## src/rtl/mux_rr_select_arbiter.sv

```systemverilog
// Round-robin packet-aware select for a 4:1 mux: grant/sel registered one cycle after req, held until an accepted last.
// out_valid = req[sel] while granted; out_ready only gates acceptance. Optional beat limit: RR_ARB_BEAT_LIMIT_EN.
module mux_rr_select_arbiter #(
  parameter int MAX_BEATS = 16,
  parameter int CNT_W     = 5
) (
  input  logic       clk,
  input  logic       rst,
  input  logic [3:0] req,
  input  logic [3:0] last,
  input  logic       out_ready,
  output logic [1:0] sel,
  output logic [3:0] grant,
  output logic       out_valid,
  output logic       beat_fire,
  output logic       busy,
  output logic       preempt
);

  typedef enum logic {IDLE, GRANT} state_t;

  state_t     state_q, state_d;
  logic [1:0] sel_q, sel_d;
  logic [1:0] ptr_q, ptr_d;
  logic [3:0] grant_q, grant_d;
  logic [1:0] pick;
  logic       found;
  logic       release_pkt;
  logic       limit_hit;

  // First requester at or after ptr, wrapping modulo 4.
  always_comb begin
    pick  = ptr_q;
    found = 1'b0;
    for (int k = 0; k < 4; k++) begin
      if (!found && req[ptr_q + 2'(k)]) begin
        pick  = ptr_q + 2'(k);
        found = 1'b1;
      end
    end
  end

  assign busy        = (state_q == GRANT);
  // Gated by rst so nothing is accepted in a reset cycle.
  assign out_valid   = busy && req[sel_q] && !rst;
  assign beat_fire   = out_valid && out_ready;
  assign release_pkt = beat_fire && (last[sel_q] || limit_hit);

  assign sel   = sel_q;
  assign grant = grant_q;

`ifdef RR_ARB_BEAT_LIMIT_EN
  logic [CNT_W-1:0] cnt_q;
  logic [CNT_W:0]   cnt_inc;
  logic             preempt_q;

  // One extra bit so MAX_BEATS == 2^CNT_W is still reachable.
  assign cnt_inc   = {1'b0, cnt_q} + (CNT_W+1)'(1);
  assign limit_hit = (cnt_inc == (CNT_W+1)'(MAX_BEATS));
  assign preempt   = preempt_q;

  always_ff @(posedge clk) begin
    if (rst) begin
      cnt_q     <= '0;
      preempt_q <= 1'b0;
    end else begin
      preempt_q <= beat_fire && !last[sel_q] && limit_hit;
      if (release_pkt)
        cnt_q <= '0;
      else if (beat_fire)
        cnt_q <= cnt_inc[CNT_W-1:0];
    end
  end
`else
  assign limit_hit = 1'b0;
  assign preempt   = 1'b0;
`endif

  always_comb begin
    state_d = state_q;
    sel_d   = sel_q;
    grant_d = grant_q;
    ptr_d   = ptr_q;
    case (state_q)
      IDLE: begin
        if (found) begin
          state_d = GRANT;
          sel_d   = pick;
          grant_d = 4'b0001 << pick;
        end
      end
      GRANT: begin
        if (release_pkt) begin
          state_d = IDLE;
          grant_d = 4'b0000;
          ptr_d   = sel_q + 2'd1;
        end
      end
      default: state_d = IDLE;
    endcase
  end

  always_ff @(posedge clk) begin
    if (rst) begin
      state_q <= IDLE;
      sel_q   <= 2'b00;
      grant_q <= 4'b0000;
      ptr_q   <= 2'b00;
    end else begin
      state_q <= state_d;
      sel_q   <= sel_d;
      grant_q <= grant_d;
      ptr_q   <= ptr_d;
    end
  end

endmodule

```

## config.mk

```make
export PLATFORM = sky130hd
export DESIGN_NAME = mux_rr_select_arbiter
export DESIGN_NICKNAME = d
export VERILOG_FILES = /design/src/rtl/mux_rr_select_arbiter.sv
export SDC_FILE = /design/constraint.sdc
export NUM_CORES = 1
export LEC_CHECK = 0
export CORE_ASPECT_RATIO = 0.9
export CORE_UTILIZATION = 37
export CTS_CLUSTER_DIAMETER = 100
export CTS_CLUSTER_SIZE = 28
export DETAILED_ROUTE_END_ITERATION = 8
export GPL_TIMING_DRIVEN = 0
export HOLD_SLACK_MARGIN = 0.08
export PLACE_DENSITY = 0.72
export SLEW_MARGIN = 10
export SYNTH_ARGS = -nofsm -noshare
export SYNTH_HDL_FRONTEND = slang
export SYNTH_SLANG_ARGS = --single-unit
```

## constraint.sdc

```tcl
create_clock -name clk -period 1.4 [get_ports clk]
set_input_delay 0.14 -clock clk [delete_from_list [all_inputs] [get_ports clk]]
set_output_delay 0.14 -clock clk [all_outputs]
set_load 0.05 [all_outputs]
```

### Word level (Yosys, flattened, before mapping)

Cells that the tools add are included.

* flip-flop bits (word level): 9
* bits of input ports: 11
* output and inout bits: 10

* $add $sub $neg: 4
* order comparisons: 5
* eq/ne operators: 2
* shift operators: 1
* mux-type cells: 25
* bitwise logic cells: 1
* reduce and logical (&&, ||, !) cells: 14

Operator list (count)
* $lt 2x3->1 const B: 5
* $bmux 1 s2: 6
* $mux 1: 12
* $mux 4: 2
* $pmux 4 s2: 1
* $logic_and 1x1->1: 7
* $mux 2: 3
* $reduce_and 2->1: 3
* $add 2x1->2 const B: 2
* $add 2x2->2 const B: 2
* $logic_not 1->1: 4
* $shl 1x2->4 const A: 1
* $ne 2x1->1 const B: 1
* $ne 2x2->1 const B: 1
* $pmux 1 s2: 1
* $not 1->1: 1

### Depth between registers and ports, before layout

* depth in word-level cells: 15
* depth in mapped cells: 5

### Least setup slack after synthesis

Ideal clock, no wire load.

* path type: register to output
* from: register sel_q[0] (netlist: sel[0])
* to: output port out_valid
* data arrival time: 2.219 ns
* required time: 1.260 ns
* path slack: -0.959 ns
* stages on the path, launching flop included: 3
* buffers on the path: 0
* path through: dfxtp_1 -> mux4_2 -> nor3b_1

* word-level cells in the longest chain between the ends: 4

Ends and longest elaborated chain
* start: declaration: line 23 `logic [1:0] sel_q, sel_d;`
* start signal: assignment: line 111 `sel_q <= sel_d;`
* $bmux 1 s2: line 45 `assign out_valid = busy && req[sel_q] && !rst;`
* $mux 1 (implied by the code): line 45
* $logic_and 1x1->1 (2 in a row): line 45
* end: declaration: line 14 `output logic out_valid,`

No other way between the ends. The select of a mux whose other input is x is not followed.

### Final worst setup path

* from: register sel_q[0] (netlist: sel[0])
* to: output port beat_fire

* word-level cells in the longest chain between the ends: 5

Ends and longest elaborated chain
* $bmux 1 s2: line 45
* $mux 1 (implied by the code): line 45
* $logic_and 1x1->1 (2 in a row): line 45
* $logic_and 1x1->1: line 46 `assign beat_fire = out_valid && out_ready;`
* end: declaration: line 15 `output logic beat_fire,`

No other way between the ends. The select of a mux whose other input is x is not followed.

==> key figures <==
Min path
  • Hold Path Class: reg2reg

Synthesis
  • Simple-Gate Fraction of Synth Area: 0.2615
  • Combinational family with the most area after synthesis: simple AND/OR/NAND/NOR gates
  • XOR/XNOR Fraction of Synth Area: 0.01606
  • Syn Nets: 71
  • Synth Instances: 60
  • YS warnings: 0
  • Post-Syn Area: around 550 um^2
  • Compound-Gate Fraction of Synth Area: 0.2133
  • Post-synth cell types: 36
  • Area share of fa/ha/maj cells after synthesis: 0
  • Syn avg cell area: roughly 9.1 um^2
  • Sequential area share after synthesis: 0.3303
  • Synthesized flop and latch total: 9
  • Post-synthesis mux area share: 0.1078

Timing
  • F_max: between 600 and 700 MHz
  • Final Cycle Share: 1.164
  • RSZ-0062 raised after global routing: yes
  • Hold Vio Cnt, Final: 0
  • Slew headroom: 0.5924
  • Final setup vio count: 11
  • Setup TNS: -1.699 ns
  • Fin Clk Skew: ~0.0047 ns
  • Final worst slack: -0.2290 ns
  • Tmin final: roughly 1.6 ns
  • Worst-Margin Slew: roughly 0.61 ns
  • Count of pins over their slew limit: 0

Flow run
  • Max-Cap Viols: 0

Layout
  • Area growth from synthesis to layout: 58.95%
  • Layout cells sized above 1: 0.3908
  • Post-route cell area: around 870 um^2
  • Filler cells: 117
  • Commonest non-fill, non-tap cells in the layout: 9 x dlygate4sd2_1, 7 x clkdlybuf4s50_1, 5 x inv_1, 5 x dfxtp_1
  • Commonest non-fill, non-tap cell in the layout: dlygate4sd2_1
  • # nets final: between 90 and 100
  • Antenna cells: 0
  • Fin util: 0.6638

Route
  • Routed via count: between 500 and 600
  • DRC: 0
  • Vias per cell: approximately 5.5
  • WL per Instance: 14.42 um
  • DR pass1 iterations: 4
  • Final wirelength: 1.456 mm
  • Routed Antenna Nets: 0
  • DR iter-0 viols: 15

Worst setup path
  • Crit path launch type: flop
  • Worst Setup Path Type: reg2out
  • Data arrival, critical path: about 1.5 ns
  • CP max FO: 3
  • Element type at the critical path end: primary output
  • WP data required: ~1.3 ns

Placed design
  • IO buf count: 19
  • Post-DP Area: around 760 um^2
  • GP Congestion: just over 0.7
  • Hpwl dp: ~950 um

Clock tree
  • Clk_lat worst skew: between 0.2 and 0.3 ns
  • Worst-path clk slew: around 0.060 ns
  • CTS Root Cell: clkbuf_4
  • Htree depth: 1
  • CTS sink count: 9
  • CTS tree: built
  • CTS Buffer Depth: 2
  • CTS Buf Count: 3
  • Hold_buf cts: 0

Floorplan
  • Std-Cell Rows: 12
  • Die area: 1632 um^2
  • Die Y-Extent: between 30 and 40 um
  • Initial core utilization: 0.4176
  • Die Wd: 42.48 um
  • Top Ports: 21
  • Core area: 1306 um^2

Global route
  • Via count of the first global-routing pass: 520
  • First-pass GRT wire length: between 2 and 2.5 mm
  • Tot GR Track Use: 0.2043
  • Total gr overflow: 0
  • Initial antenna violation count: 0
  • Largest net degree at the start of global routing: 11

Power and ir drop
  • PD cells: 786.5 nW/um^2
  • Leakage: 0.3682 nW
  • Worst vdd ir: roughly 0.74 mV

Outcome
  • Status: complete, but fails checks
  • Failing checks: setup timing
through the flow:
stage                     worst slack [ns]  power (mW)  cells  hold WS (ns)
after CTS                          -0.2304      0.6846    101        0.4630
after global routing               -0.2662      0.7168    101        0.4853
after floorplan                    -0.2888      0.4022     60        0.3339
after detailed placement           -0.8287      0.4725     93        0.4577
after global placement             -0.8142      0.4709     93        0.4545
final                              -0.2290      0.6819    101        0.4623
logic make-up (layout without fill, tap and decap cells):
group | Yosys count | count (layout)
AND/OR/NAND/NOR | 23 | 23
multiplexers | 3 | 3
AO/OA/AOI/OAI | 15 | 15
buffers and inverters | 8 | 35
flip-flops | 9 | 9
XOR/XNOR | 1 | 1
other | 1 | 1
registers in the layout, summed over array words and instances, names as in the netlist:
signal and flops:
busy 1, ptr_q 2, sel 2, grant 4
per-layer routing:
layer	wire length, um	up-vias	GRT usage
met1	666	258	0.2636
met4	4	0	0.04688
met5	0	-	0
met3	101	2	0.07547
met2	683	23	0.3269
li1	-	268	-
critical path, cell delays in order, from the launching register on:
cell,delay [ns]
dfxtp_4,0.35
mux4_2,0.50
and4b_4,0.22
buf_6,0.15
power breakdown:
| group | internal [mW] | leakage (nW) | switching [mW] | total (mW) |
|---|---|---|---|---|
| sequential | 0.265 | 0.0760 | 0.00872 | 0.274 |
| clock | 0.110 | 0.0150 | 0.0878 | 0.197 |
| combinational | 0.0898 | 0.277 | 0.121 | 0.211 |
synth_stat cells:
cell type | number | area, um^2
a21oi_2 | 1 | 8.760
clkbuf_1 | 1 | 3.750
nor2b_1 | 1 | 6.260
a21oi_1 | 5 | 25.02
a22oi_1 | 1 | 7.510
mux4_2 | 1 | 22.52
dfxtp_1 | 9 | 180.2
nand2_2 | 1 | 6.260
o32ai_1 | 1 | 8.760
buf_2 | 1 | 5.000
or2_1 | 1 | 6.260
mux2i_1 | 1 | 10.01
a211o_1 | 1 | 8.760
or2_2 | 1 | 6.260
nand3_1 | 3 | 15.01
a221oi_1 | 1 | 8.760
conb_1 | 1 | 3.750
or2_4 | 1 | 8.760
nand2b_1 | 2 | 12.51
xor2_1 | 1 | 8.760
nand2_1 | 4 | 15.01
buf_4 | 1 | 7.510
a21o_2 | 1 | 8.760
nor3b_1 | 1 | 7.510
and4b_4 | 1 | 13.76
mux4_1 | 1 | 26.28
or3b_1 | 1 | 8.760
nand2_4 | 1 | 11.26
nor4_1 | 1 | 6.260
inv_1 | 5 | 18.77
nand3b_1 | 1 | 7.510
o221ai_1 | 1 | 8.760
o32ai_2 | 1 | 16.27
a311oi_1 | 1 | 8.760
nor2_1 | 3 | 11.26
o22ai_1 | 1 | 6.260
cell type report:
class / instances / area (um^2) / share of cell area
flip-flops and latches: 9 / 190.2 / 0.2193
clock buffers: 4 / 26.28 / 0.03030
repair buffers: 23 / 215.2 / 0.2482
multi-input cells: 43 / 382.9 / 0.4416
plain buffers: 3 / 16.27 / 0.01876
inverters: 5 / 18.77 / 0.02165
well taps: 14 / 17.52 / 0.02020
final timing paths:
check                              from                     to  slack (ns)  cells past startpoint
setup / recovery    sel[0]$_SDFFE_PP0P_              beat_fire       -0.23                      3
setup reg to reg    sel[0]$_SDFFE_PP0P_  ptr_q[1]$_SDFFE_PP0P_       -0.20                      6
hold reg to reg   grant[0]$_SDFFE_PP0P_  grant[0]$_SDFFE_PP0P_        0.46                      2
hold / removal    grant[0]$_SDFFE_PP0P_  grant[0]$_SDFFE_PP0P_        0.46                      2
repair_timing:
action                                  CTS  global route
resized for setup                        35             5
endpoints found under the setup margin   18            13
endpoints found under the hold margin     0             0
pin swaps                                 3             1
buffers inserted                          4             0
Note: power is estimated with default switching activity, not from simulation.
